===== config.mk =====
export PLATFORM = sky130hd
export DESIGN_NAME = lza_norm_ctrl_flat
export DESIGN_NICKNAME = d
export VERILOG_FILES = /design/src/rtl/lza_norm_pkg.sv /design/src/rtl/lza_norm_ctrl_if.sv /design/src/rtl/lza_norm_shifter.sv /design/src/rtl/lza_norm_ctrl.sv /design/src/flat_wrapper.sv
export SDC_FILE = /design/constraint.sdc
export NUM_CORES = 1
export LEC_CHECK = 0
export BUFFER_PORTS_ARGS = -buffer_cell sky130_fd_sc_hd__buf_4
export CORE_UTILIZATION = 35
export DETAILED_ROUTE_END_ITERATION = 6
export SETUP_SLACK_MARGIN = 0.02
export SYNTH_ARGS = -nofsm -noshare
export SYNTH_HDL_FRONTEND = slang
export SYNTH_SLANG_ARGS = --single-unit

===== constraint.sdc =====
create_clock -name clk -period 1.94 [get_ports clk]
set_input_delay 0.194 -clock clk [delete_from_list [all_inputs] [get_ports clk]]
set_output_delay 0.194 -clock clk [all_outputs]
set_load 0.005 [all_outputs]

===== src/rtl/lza_norm_pkg.sv =====
// Shared types and sizing helpers for the LZA normalization controller.
package lza_norm_pkg;

    typedef enum logic [1:0] {
        IDLE    = 2'd0,
        SHIFT   = 2'd1,
        CORRECT = 2'd2,
        DONE    = 2'd3
    } state_t;

    // Wide enough to hold any count 0..DATA_WIDTH plus one saturating bit.
    function automatic int shift_width(input int data_width);
        return $clog2(data_width) + 1;
    endfunction

endpackage


===== src/rtl/lza_norm_ctrl_if.sv =====
// Operand/result handshake bundle for lza_norm_ctrl, plus the FSM state for observation.
interface lza_norm_ctrl_if #(
    parameter int DATA_WIDTH  = 8,
    parameter int SHIFT_WIDTH = lza_norm_pkg::shift_width(DATA_WIDTH)
);
    // Both sides use valid/ready: a transfer happens on a rising clk edge where
    // valid and ready are both 1; the sender holds valid and data until then.
    logic                   in_valid;
    logic                   in_ready;
    logic [DATA_WIDTH-1:0]  mant_in;
    logic [SHIFT_WIDTH-1:0] shift_amt;
    logic                   nshift_correct;

    logic                   out_valid;
    logic                   out_ready;
    logic [DATA_WIDTH-1:0]  mant_out;
    logic [SHIFT_WIDTH-1:0] shift_total;
    logic                   out_zero;
    logic                   norm_err;

    lza_norm_pkg::state_t   dbg_state;

    modport slave (
        input  in_valid, mant_in, shift_amt, nshift_correct, out_ready,
        output in_ready, out_valid, mant_out, shift_total, out_zero, norm_err, dbg_state
    );

    modport master (
        output in_valid, mant_in, shift_amt, nshift_correct, out_ready,
        input  in_ready, out_valid, mant_out, shift_total, out_zero, norm_err, dbg_state
    );
endinterface


===== src/rtl/lza_norm_shifter.sv =====
// Combinational logarithmic left barrel shifter, zero-fill; amounts >= DATA_WIDTH give 0.
module lza_norm_shifter #(
    parameter int DATA_WIDTH  = 8,
    parameter int SHIFT_WIDTH = lza_norm_pkg::shift_width(DATA_WIDTH)
) (
    input  logic [DATA_WIDTH-1:0]  data,
    input  logic [SHIFT_WIDTH-1:0] amount,
    output logic [DATA_WIDTH-1:0]  result
);
    localparam int LOG = $clog2(DATA_WIDTH);

    logic [LOG:0][DATA_WIDTH-1:0] stage;

    always_comb begin
        stage[0] = data;
        for (int i = 0; i < LOG; i++) begin
            stage[i+1] = amount[i] ? (stage[i] << (1 << i)) : stage[i];
        end
        result = (amount >= SHIFT_WIDTH'(DATA_WIDTH)) ? '0 : stage[LOG];
    end
endmodule


===== src/rtl/lza_norm_ctrl.sv =====
// Post-adder normalization sequencer: coarse LZA shift, optional 1-bit correction,
// then holds the result until the exponent stage accepts it.
module lza_norm_ctrl
    import lza_norm_pkg::*;
#(
    parameter int DATA_WIDTH  = 8,
    parameter int SHIFT_WIDTH = shift_width(DATA_WIDTH)
) (
    input  logic           clk,
    input  logic           rst,
    lza_norm_ctrl_if.slave bus
);
    state_t                 state, state_next;
    logic [DATA_WIDTH-1:0]  mant_r;
    logic [SHIFT_WIDTH-1:0] shamt_r;
    logic                   corr_r;
    logic [SHIFT_WIDTH-1:0] total_r;
    logic                   zero_r;
    logic                   err_r;
    logic [DATA_WIDTH-1:0]  shifted;
    logic                   sat;

    lza_norm_shifter #(
        .DATA_WIDTH (DATA_WIDTH),
        .SHIFT_WIDTH(SHIFT_WIDTH)
    ) u_shifter (
        .data  (mant_r),
        .amount(shamt_r),
        .result(shifted)
    );

    // A zero operand or an out-of-range count both collapse to a clean zero result.
    assign sat = (shamt_r >= SHIFT_WIDTH'(DATA_WIDTH)) || (mant_r == '0);

    always_ff @(posedge clk or posedge rst) begin
        if (rst) state <= IDLE;
        else     state <= state_next;
    end

    always_comb begin
        state_next = state;
        case (state)
            IDLE:    if (bus.in_valid) state_next = SHIFT;
            SHIFT:   state_next = (corr_r && !sat) ? CORRECT : DONE;
            CORRECT: state_next = DONE;
            DONE:    if (bus.out_ready) state_next = IDLE;
            default: state_next = IDLE;
        endcase
    end

    always_ff @(posedge clk or posedge rst) begin
        if (rst) begin
            mant_r  <= '0;
            shamt_r <= '0;
            corr_r  <= 1'b0;
            total_r <= '0;
            zero_r  <= 1'b0;
            err_r   <= 1'b0;
        end else begin
            case (state)
                IDLE: if (bus.in_valid) begin
                    mant_r  <= bus.mant_in;
                    shamt_r <= bus.shift_amt;
                    corr_r  <= bus.nshift_correct;
                    zero_r  <= 1'b0;
                    err_r   <= 1'b0;
                end
                SHIFT: if (sat) begin
                    mant_r  <= '0;
                    total_r <= '0;
                    zero_r  <= 1'b1;
                    err_r   <= 1'b0;
                end else begin
                    mant_r  <= shifted;
                    total_r <= shamt_r;
                    // Only final when no correction follows; CORRECT overwrites it otherwise.
                    err_r   <= ~shifted[DATA_WIDTH-1];
                end
                CORRECT: begin
                    mant_r  <= {mant_r[DATA_WIDTH-2:0], 1'b0};
                    total_r <= total_r + SHIFT_WIDTH'(1);
                    err_r   <= ~mant_r[DATA_WIDTH-2];
                end
                default: ;
            endcase
        end
    end

    assign bus.in_ready    = (state == IDLE);
    assign bus.out_valid   = (state == DONE);
    assign bus.mant_out    = mant_r;
    assign bus.shift_total = total_r;
    assign bus.out_zero    = zero_r;
    assign bus.norm_err    = err_r;
    assign bus.dbg_state   = state;
endmodule


===== src/flat_wrapper.sv =====
// flat-port wrapper written by rule: the top's interface ports become plain ports
module lza_norm_ctrl_flat import lza_norm_pkg::*;
#(
    parameter int DATA_WIDTH  = 8,
    parameter int SHIFT_WIDTH = shift_width(DATA_WIDTH)
)
  (clk, rst, bus_in_valid, bus_mant_in, bus_shift_amt, bus_nshift_correct, bus_out_ready, bus_in_ready, bus_out_valid, bus_mant_out, bus_shift_total, bus_out_zero, bus_norm_err, bus_dbg_state);
  lza_norm_ctrl_if #(.DATA_WIDTH(DATA_WIDTH), .SHIFT_WIDTH(SHIFT_WIDTH)) bus_i ();
  input  logic clk;
  input  logic rst;
  input wire logic [$bits(bus_i.in_valid)-1:0] bus_in_valid;
  input wire logic [$bits(bus_i.mant_in)-1:0] bus_mant_in;
  input wire logic [$bits(bus_i.shift_amt)-1:0] bus_shift_amt;
  input wire logic [$bits(bus_i.nshift_correct)-1:0] bus_nshift_correct;
  input wire logic [$bits(bus_i.out_ready)-1:0] bus_out_ready;
  output wire logic [$bits(bus_i.in_ready)-1:0] bus_in_ready;
  output wire logic [$bits(bus_i.out_valid)-1:0] bus_out_valid;
  output wire logic [$bits(bus_i.mant_out)-1:0] bus_mant_out;
  output wire logic [$bits(bus_i.shift_total)-1:0] bus_shift_total;
  output wire logic [$bits(bus_i.out_zero)-1:0] bus_out_zero;
  output wire logic [$bits(bus_i.norm_err)-1:0] bus_norm_err;
  output wire logic [$bits(bus_i.dbg_state)-1:0] bus_dbg_state;
  assign bus_i.in_valid = bus_in_valid;
  assign bus_i.mant_in = bus_mant_in;
  assign bus_i.shift_amt = bus_shift_amt;
  assign bus_i.nshift_correct = bus_nshift_correct;
  assign bus_i.out_ready = bus_out_ready;
  assign bus_in_ready = bus_i.in_ready;
  assign bus_out_valid = bus_i.out_valid;
  assign bus_mant_out = bus_i.mant_out;
  assign bus_shift_total = bus_i.shift_total;
  assign bus_out_zero = bus_i.out_zero;
  assign bus_norm_err = bus_i.norm_err;
  assign bus_dbg_state = bus_i.dbg_state;
  lza_norm_ctrl #(.DATA_WIDTH(DATA_WIDTH), .SHIFT_WIDTH(SHIFT_WIDTH)) u_core (.clk(clk), .rst(rst), .bus(bus_i));
endmodule

* Word level (Yosys, flattened, before mapping) *
Cells that the tools add are included.

word-level totals
  register bits = 21

cells by class
  add/subtract/negate cells = 1
  $lt $le $gt $ge = 1
  equality and inequality tests = 7
  muxes and demuxes = 18
  bitwise gates (word level) = 2
  reductions and logical operators = 13

operator list
  operator                                                number
  2-to-1 mux 8 bit                                        6
  one-hot mux 8 bit (3 select lines)                      1
  logical NOT 8 bit                                       1
  one-hot mux 2 bit (4 select lines)                      1
  one-hot mux 4 bit (2 select lines)                      1
  inequality test 6 x 1 -> 1 bit (second input constant)  1
  AND reduction 2 bit                                     3
  AND reduction 3 bit                                     2
  adder 4 x 1 -> 4 bit (second input constant)            1
  == test 2 bit (second input constant)                   2
  >= comparator 4 bit (second input constant)             1
  2-to-1 mux 1 bit                                        4
  2-to-1 mux 2 bit                                        2
  2-to-1 mux 4 bit                                        1
  inequality test 2 bit (second input constant)           2
  nonzero test 2 bit                                      2
  one-hot mux 1 bit (3 select lines)                      1
  nonzero test 3 bit                                      1
  == test 2 x 1 -> 1 bit (second input constant)          1
  logical NOT 2 bit                                       1
  inequality test 2 x 1 -> 1 bit (second input constant)  1
  inverter 1 bit                                          2
  one-hot mux 1 bit (2 select lines)                      1
  logical AND 1 bit                                       1
  2 further kinds                                         2

* Depth between registers and ports, before layout *
Gate-level depths: netlist of run 1.

  depth in word-level cells = 7
  depth in mapped cells = 8

* Cells and area by module *
From an unflattened synthesis of run 1, not the netlist that was laid out.

second synthesis, totals
  cell total of the unflattened synthesis = 164
  area, all modules = 1,565.3 um2

by module, submodules not included
  module            times used  cells an instance  area an instance (um2)  seq. area each (um2)
  lza_norm_ctrl     1           130                1,306.3                 525.5
  lza_norm_shifter  1           34                 259.0                   0.0

* Worst setup path before layout of run 1 *
No wires, ideal clock.

  path kind = reg-to-reg
  start = register u_core.state[0] (netlist: u_core.bus.dbg_state[0])
  end = register u_core.mant_r[5] (netlist: u_core.bus.mant_out[5])
  setup time = 95 ps
  arrival = 1,714 ps
  path slack = 131 ps
  stages on the path, launching flop included = 8
  path buffers = 1
  clock period less this slack = 1,809 ps
  path through = dfrtp_1 -> inv_1 -> ha_1 -> nand2b_1 -> nor2b_1 -> clkbuf_1 -> o21ai_0 -> o31ai_1

between the ends
  word-level cells in the longest chain between the ends = 3

ends and longest elaborated chain
  item                                                                          line                 text
  start, declared                                                               lza_norm_ctrl.sv:13  state_t state, state_next;
  start signal, assigned                                                        lza_norm_ctrl.sv:37  else state <= state_next;
  logical NOT 2 bit *                                                           n/a
  named net bus_in_ready                                                        flat_wrapper.sv:16   output wire logic [$bits(bus_i.in_ready)-1:0] bus_in_ready;
  inequality test 2 bit (no source line) or nonzero test 3 bit (tied branches)  n/a
  AND reduction 2 bit (no source line)                                          n/a
  end signal, assigned                                                          lza_norm_ctrl.sv:62  mant_r <= bus.mant_in;
  end signal, assigned                                                          lza_norm_ctrl.sv:74  mant_r <= shifted;
  end signal, assigned                                                          lza_norm_ctrl.sv:80  mant_r <= {mant_r[DATA_WIDTH-2:0], 1'b0};
  end, declared                                                                 lza_norm_ctrl.sv:14  logic [DATA_WIDTH-1:0] mant_r;

The timed path passes the listed nets; every way through them passes the cells marked *.
A chain may end at the register's enable or synchronous reset.

* Worst setup path after layout of run 1 *
  start = register u_core.state[0] (netlist: u_core.bus.dbg_state[0])
  end = register u_core.mant_r[6] (netlist: u_core.bus.mant_out[6])

between the ends
  word-level cells in the longest chain between the ends = 3

ends and longest elaborated chain
  item                                                                           line                 text
  == test 2 x 1 -> 1 bit, or another cell as far along                           lza_norm_ctrl.sv:60  case (state)
  inequality test 6 x 1 -> 1 bit (no source line), or another cell as far along  n/a
  AND reduction 3 bit (no source line)                                           n/a

Parallel ways exist; a longest one is shown, timed or not.

==> impl_metrics.env, run 1 <==
export IMPL_status="completed"
export IMPL_routed_wl_um=3843
export IMPL_drc=0
export IMPL_die_x_um=64.99
export IMPL_vdd_ir_drop_max_mv=0.7323
export IMPL_syn_area_mm2=0.001389
export IMPL_final_common_cell="buf_4"
export IMPL_finalSetupViolations=0
export IMPL_track_usage_pct=19.08
export IMPL_ys_types=37
export IMPL_place_ws_ns=0.08574
export IMPL_slew_viol_final=0
export IMPL_cp_required_ns=2.13
export IMPL_dieHeight_um=64.99
export IMPL_clk_pin_slew_worst_paths_ns=0.08
export IMPL_p_per_area_mw_per_mm2=1972
export IMPL_gp_congestion=0.8632
export IMPL_rows=22
export IMPL_path_cells="buf_4 -> ha_2 -> inv_1 -> a211o_1 -> or4_4 -> a21bo_1 -> a22oi_2"
export IMPL_start_kind="flop"
export IMPL_hold_viol=0
export IMPL_via_count=1360
export IMPL_finalClockSkew_ns=0.004337
export IMPL_cts_max_level=1
export IMPL_ys_warn_count=0
export IMPL_routedWlPerCell_um=15.75
export IMPL_tritoncts="yes"
export IMPL_mostFrequentLayoutCells="buf_4 (43), dfrtp_1 (21), nand2_1 (16)"
export IMPL_clockRootBuffer="clkbuf_8"
export IMPL_min_period_ns=1.868
export IMPL_antenna_found_initial=0
export IMPL_yosysSeqAreaShare_pct=37.84
export IMPL_min_path_type="input port to flop"
export IMPL_core_area_mm2=0.003744
export IMPL_synth_edf_count=0
export IMPL_ys_ff_latch=21
export IMPL_synthCells=156
export IMPL_arrival_ns=2.06
export IMPL_grt_overflow_total=0
export IMPL_grt_max_degree=30
export IMPL_maxCapViolCount=0
export IMPL_clockBufferDepth=2
export IMPL_dr_pass1_iters=4
export IMPL_tns_ns=0
export IMPL_clkLatencyLatePin_ns=0.26
export IMPL_rsz0062_at_grt="true"
export IMPL_path_class="flop to flop"
export IMPL_start_util_pct=37.10
export IMPL_syn_num_nets=178
export IMPL_io_buffers=34
export IMPL_avgSynthCellArea_um2=8.903
export IMPL_grt_pass1_vias=1310
export IMPL_drive_gt1_share_pct=31.63
export IMPL_die_area_mm2=0.004224
export IMPL_dp_hpwl_um=2785
export IMPL_postRouteAntennaNets=0
export IMPL_hold_worst_slack_ns=0.1571
export IMPL_layout_nets=219
export IMPL_fmax_ghz=0.5354
export IMPL_routed_via_density=5.574
export IMPL_crit_fanout=4
export IMPL_max_stage_delay_ns=0.44
export IMPL_setup_ws_ns=0.07214
export IMPL_cts_sinks=21
export IMPL_relSlewSlack_pct=61.79
export IMPL_drtIter0Drc=82
export IMPL_synthArstFlopShare_pct=100.0
export IMPL_grt_pass1_wl_um=6072
export IMPL_fin_crit_sh_pct=96.28
export IMPL_cp_end_kind="flop"
export IMPL_numCtsBuffers=3
export IMPL_worst_slew_pin_slew_ns=0.5732
export IMPL_antenna_cells=0
export IMPL_areaGrowthSynthToFinish_pct=30.63
export IMPL_leakagePower_nw=0.8397
export IMPL_synth_top_flop_cell="dfrtp_1"
export IMPL_crit_path_top_delay_cell="or4_4"
export IMPL_io_pins=35
worst paths after layout:
check / slack, ns / depth (start not counted) / end / start
min in group asynchronous: 0.52 / 4 / u_core.bus.out_zero / rst
setup reg to reg: 0.07 / 7 / u_core.bus.mant_out[6] / u_core.bus.dbg_state[0]
hold reg to reg: 0.55 / 1 / u_core.corr_r / u_core.corr_r
max in group asynchronous: 1.20 / 4 / u_core.bus.mant_out[2] / rst
hold / removal: 0.16 / 2 / u_core.shamt_r[2] / bus_shift_amt[2]
setup / recovery: 0.07 / 7 / u_core.bus.mant_out[6] / u_core.bus.dbg_state[0]
critical path, delay by kind of cell (launching register included):
kind	cells	cell delay [ns]
AOI/OAI and AO/OA	3	0.56
adders and majority gates	1	0.19
buffers and inverters	2	0.21
DFF	1	0.41
and+or+nand+nor	1	0.44
synthesized netlist by cell type (2+ instances only):
cell,instances,area [µm²]
nor2_1,12,45.04
o21ai_0,5,25.02
nor4_1,2,12.51
nand2b_1,7,43.79
a41o_1,2,20.02
mux2_2,6,67.56
ha_1,5,62.56
nand3_1,5,25.02
nor2b_1,3,18.77
a221oi_1,3,26.28
nor3_1,7,35.03
o31ai_1,2,15.01
a21oi_1,11,55.05
o211ai_1,2,15.01
clkbuf_1,7,26.28
a31oi_1,5,31.28
nand3b_1,2,15.01
inv_1,9,33.78
dfrtp_1,21,525.5
mux2i_1,7,70.07
a31o_2,2,17.52
nand2_1,16,60.06
final cells by class:
| cell class | count | area [µm²] |
|---|---|---|
| Clock buffer | 3 | 41.29 |
| Clock inverter | 1 | 5.005 |
| Fill cell | 381 | 1929 |
| Inverter | 9 | 33.78 |
| Multi-Input combinational cell | 117 | 795.8 |
| Sequential cell | 21 | 525.5 |
| Tap cell | 48 | 60.06 |
| Timing Repair Buffer | 45 | 352.8 |
stage by stage:
step / power [mW] / instances / util (%) / instance area [µm²]
CTS: 3.531 / 243 / 48.13 / 1802
global route: 3.882 / 244 / 48.46 / 1814
finish: 3.578 / 244 / 48.46 / 1814
floorplan: 2.383 / 156 / - / 1389
global placement: 3.163 / 238 / 46.62 / 1745
detailed placement: 3.217 / 238 / 46.62 / 1745
routing by layer:
layer / vias up / GRT usage, % / wire length (µm)
li1: 648 / - / -
met1: 655 / 25.57 / 1689
met2: 49 / 30.99 / 1898
met3: 8 / 2.289 / 191
met5: - / 0 / 0
met4: 0 / 7.500 / 63
flip-flops by register name, summed over array words and instances, names as in the netlist:
name,count
u_core.bus.shift_total,4
u_core.bus.dbg_state,2
u_core.bus.out_zero,1
u_core.bus.mant_out,8
u_core.bus.norm_err,1
u_core.shamt_r,4
u_core.corr_r,1
cells by family after synthesis:
kind of cell,count (synthesis),share of synthesized area (%)
fa+ha+maj,5,4.505
simple gates,57,20.09
flops,21,37.84
compound gates,41,20.81
buf+inv,18,5.225
mux,14,11.53
where the power goes:
part | switching [mW] | internal, mW
Combinational | 1.19 | 1.13
Sequential | 0.297 | 0.667
Clock | 0.150 | 0.143
Total | 1.63 | 1.94
timing repair:
action,4_1_cts,5_1_grt
hold buffers,1,0
gates resized for setup,0,3
endpoints found under the setup margin,0,7
hold endpoints to repair,21,0
setup buffers,0,1
Power figures use the tool's default switching activity.
==> run 2, diff against run 1 <==
--- a/config.mk
+++ b/config.mk
@@ -6,8 +6,11 @@
 export NUM_CORES = 1
 export LEC_CHECK = 0
 export BUFFER_PORTS_ARGS = -buffer_cell sky130_fd_sc_hd__buf_4
-export CORE_UTILIZATION = 35
+export CELL_PAD_IN_SITES_DETAIL_PLACEMENT = 0
+export CELL_PAD_IN_SITES_GLOBAL_PLACEMENT = 2
+export CORE_UTILIZATION = 31
 export DETAILED_ROUTE_END_ITERATION = 6
+export PLACE_DENSITY_LB_ADDON = 0.1
 export SETUP_SLACK_MARGIN = 0.02
 export SYNTH_ARGS = -nofsm -noshare
 export SYNTH_HDL_FRONTEND = slang
==> impl_metrics.env, run 2 (synthesis gave the netlist of run 1 again) <==
export IMPL_cts_max_level=1
export IMPL_drc=0
export IMPL_combPwrFrac_pct=66.6
export IMPL_clkLatencyLatePin_ns=0.26
export IMPL_clockPowerShare_pct=7.8
export IMPL_hold_viol=0
export IMPL_min_period_ns=1.822
export IMPL_fin_crit_sh_pct=93.91
export IMPL_start_util_pct=33.51
export IMPL_rsz0062_at_grt="false"
export IMPL_cp_required_ns=2.13
export IMPL_grt_max_degree=24
export IMPL_io_buffers=34
export IMPL_fmax_ghz=0.5489
export IMPL_leakagePower_nw=0.8705
export IMPL_min_path_cells=2
export IMPL_postRouteAntennaNets=0
export IMPL_grt_pass1_wl_um=6403
export IMPL_start_kind="flop"
export IMPL_timing_rr_start="u_core.bus.dbg_state[1]"
export IMPL_vdd_ir_drop_max_mv=0.7850
export IMPL_dr_pass1_iters=4
export IMPL_min_to="u_core.corr_r"
export IMPL_hold_start="bus_nshift_correct"
export IMPL_instances_no_fill=251
export IMPL_relSlewSlack_pct=57.37
export IMPL_gp_congestion=0.7555
export IMPL_cp_end_kind="flop"
export IMPL_dieHeight_um=68.94
export IMPL_intPower_mw=2.024
export IMPL_reg2regPathDepth=7
export IMPL_routed_via_density=5.351
export IMPL_numCtsBuffers=3
export IMPL_r2r_slack_ns=0.12
export IMPL_areaGrowthSynthToFinish_pct=34.41
export IMPL_worst_slew_pin_slew_ns=0.6395
export IMPL_die_x_um=68.94
export IMPL_dp_cells=246
export IMPL_maxCapViolCount=0
export IMPL_core_area_mm2=0.004144
export IMPL_grt_overflow_total=0
export IMPL_cts_sinks=21
export IMPL_arrival_ns=2.01
export IMPL_crit_fanout=4
export IMPL_dp_hpwl_um=3065
export IMPL_finalSetupViolations=0
export IMPL_mostFrequentLayoutCells="buf_4 (48), dfrtp_1 (20), nand2_1 (16)"
export IMPL_cts_setup_buffers=0
export IMPL_finalClockSkew_ns=0.002692
export IMPL_status="completed"
export IMPL_drive_gt1_share_pct=34.33
export IMPL_tritoncts="yes"
export IMPL_die_area_mm2=0.004752
export IMPL_layout_nets=224
export IMPL_p_per_area_mw_per_mm2=1975
export IMPL_min_path_type="input port to flop"
export IMPL_reg2reg_to="u_core.bus.mant_out[6]"
export IMPL_p_sw_share_pct=45.10
export IMPL_routedWlPerCell_um=16.17
export IMPL_antenna_cells=0
export IMPL_routed_wl_um=4058
export IMPL_via_count=1343
export IMPL_slew_viol_final=0
export IMPL_drtIter0Drc=70
export IMPL_io_pins=35
export IMPL_path_class="flop to flop"
export IMPL_grt_pass1_vias=1295
export IMPL_final_common_cell="buf_4"
export IMPL_track_usage_pct=18.63
export IMPL_clockBufferDepth=2
export IMPL_largest_register_ffs=8
export IMPL_clockRootBuffer="clkbuf_8"
export IMPL_rows=23
export IMPL_antenna_found_initial=0
export IMPL_clk_pin_slew_worst_paths_ns=0.08
export IMPL_pwr_share_seq_pct=25.6
export IMPL_switchingPower_mw=1.663
export IMPL_tns_ns=0
[run 2: area by class of cell]
class	count	area, µm²
clock buffer	3	41.29
clock inverter	1	5.005
fill	409	2277
inverter	9	33.78
multi-input combinational	117	807.0
sequential	21	526.8
tap	50	62.56
timing repair buffer	50	390.4
[run 2: what timing repair did]
action	in CTS	in global routing
endpoints found under the hold margin	21	0
hold buffers	1	0
setup endpoints to repair	0	4
gates resized for setup	0	5
[run 2: critical path, cell delays in order, from the launching register on]
cell and delay (ns):
dfrtp_1 0.39, inv_2 0.08, ha_2 0.19, inv_1 0.06
a211o_1 0.26, or4_4 0.44, a21bo_1 0.21, a22oi_2 0.11
[run 2: stage by stage]
stage,area (µm²),util [%],power [mW],hold slack [ns],setup slack (ns)
global placement,1793,43.27,3.337,0.2550,0.1428
finish,1867,45.05,3.687,0.1617,0.1182
detailed placement,1793,43.27,3.374,0.2594,0.07464
global route,1867,45.05,4.011,0.1589,0.03703
CTS,1849,44.63,3.679,0.1544,0.05154
floorplan,1389,-,2.383,0.1705,0.1309
[run 2: worst max path at each step]
| stage | cells past startpoint | to | slack [ns] | startpoint |
|---|---|---|---|---|
| 2_1_floorplan | 7 | u_core.bus.mant_out[5] | 0.13 | u_core.bus.dbg_state[0] |
| 3_3_place_gp | 7 | u_core.bus.mant_out[6] | 0.14 | u_core.bus.dbg_state[1] |
| 3_5_place_dp | 7 | u_core.bus.mant_out[6] | 0.07 | u_core.bus.dbg_state[1] |
| 4_1_cts | 7 | u_core.bus.mant_out[6] | 0.05 | u_core.bus.dbg_state[1] |
| 5_1_grt | 8 | u_core.bus.mant_out[3] | 0.04 | u_core.bus.dbg_state[0] |
| 6_report | 7 | u_core.bus.mant_out[6] | 0.12 | u_core.bus.dbg_state[1] |
[run 2: power groups by stage]
stage / Sequential (mW) / Combinational (mW) / Clock, mW
detailed placement: 0.938 / 2.44 / 0
CTS: 0.928 / 2.45 / 0.305
floorplan: 0.869 / 1.51 / 0
global route: 0.977 / 2.72 / 0.318
finish: 0.944 / 2.45 / 0.288
global placement: 0.931 / 2.41 / 0
[run 2: metal layers]
metal | vias up | global-route usage (%) | routed length [µm]
li1 | 659 | - | -
met1 | 642 | 24.65 | 1926
met2 | 35 | 30.70 | 1906
met3 | 7 | 3.783 | 166
met4 | 0 | 4.847 | 59
met5 | - | 0 | 0
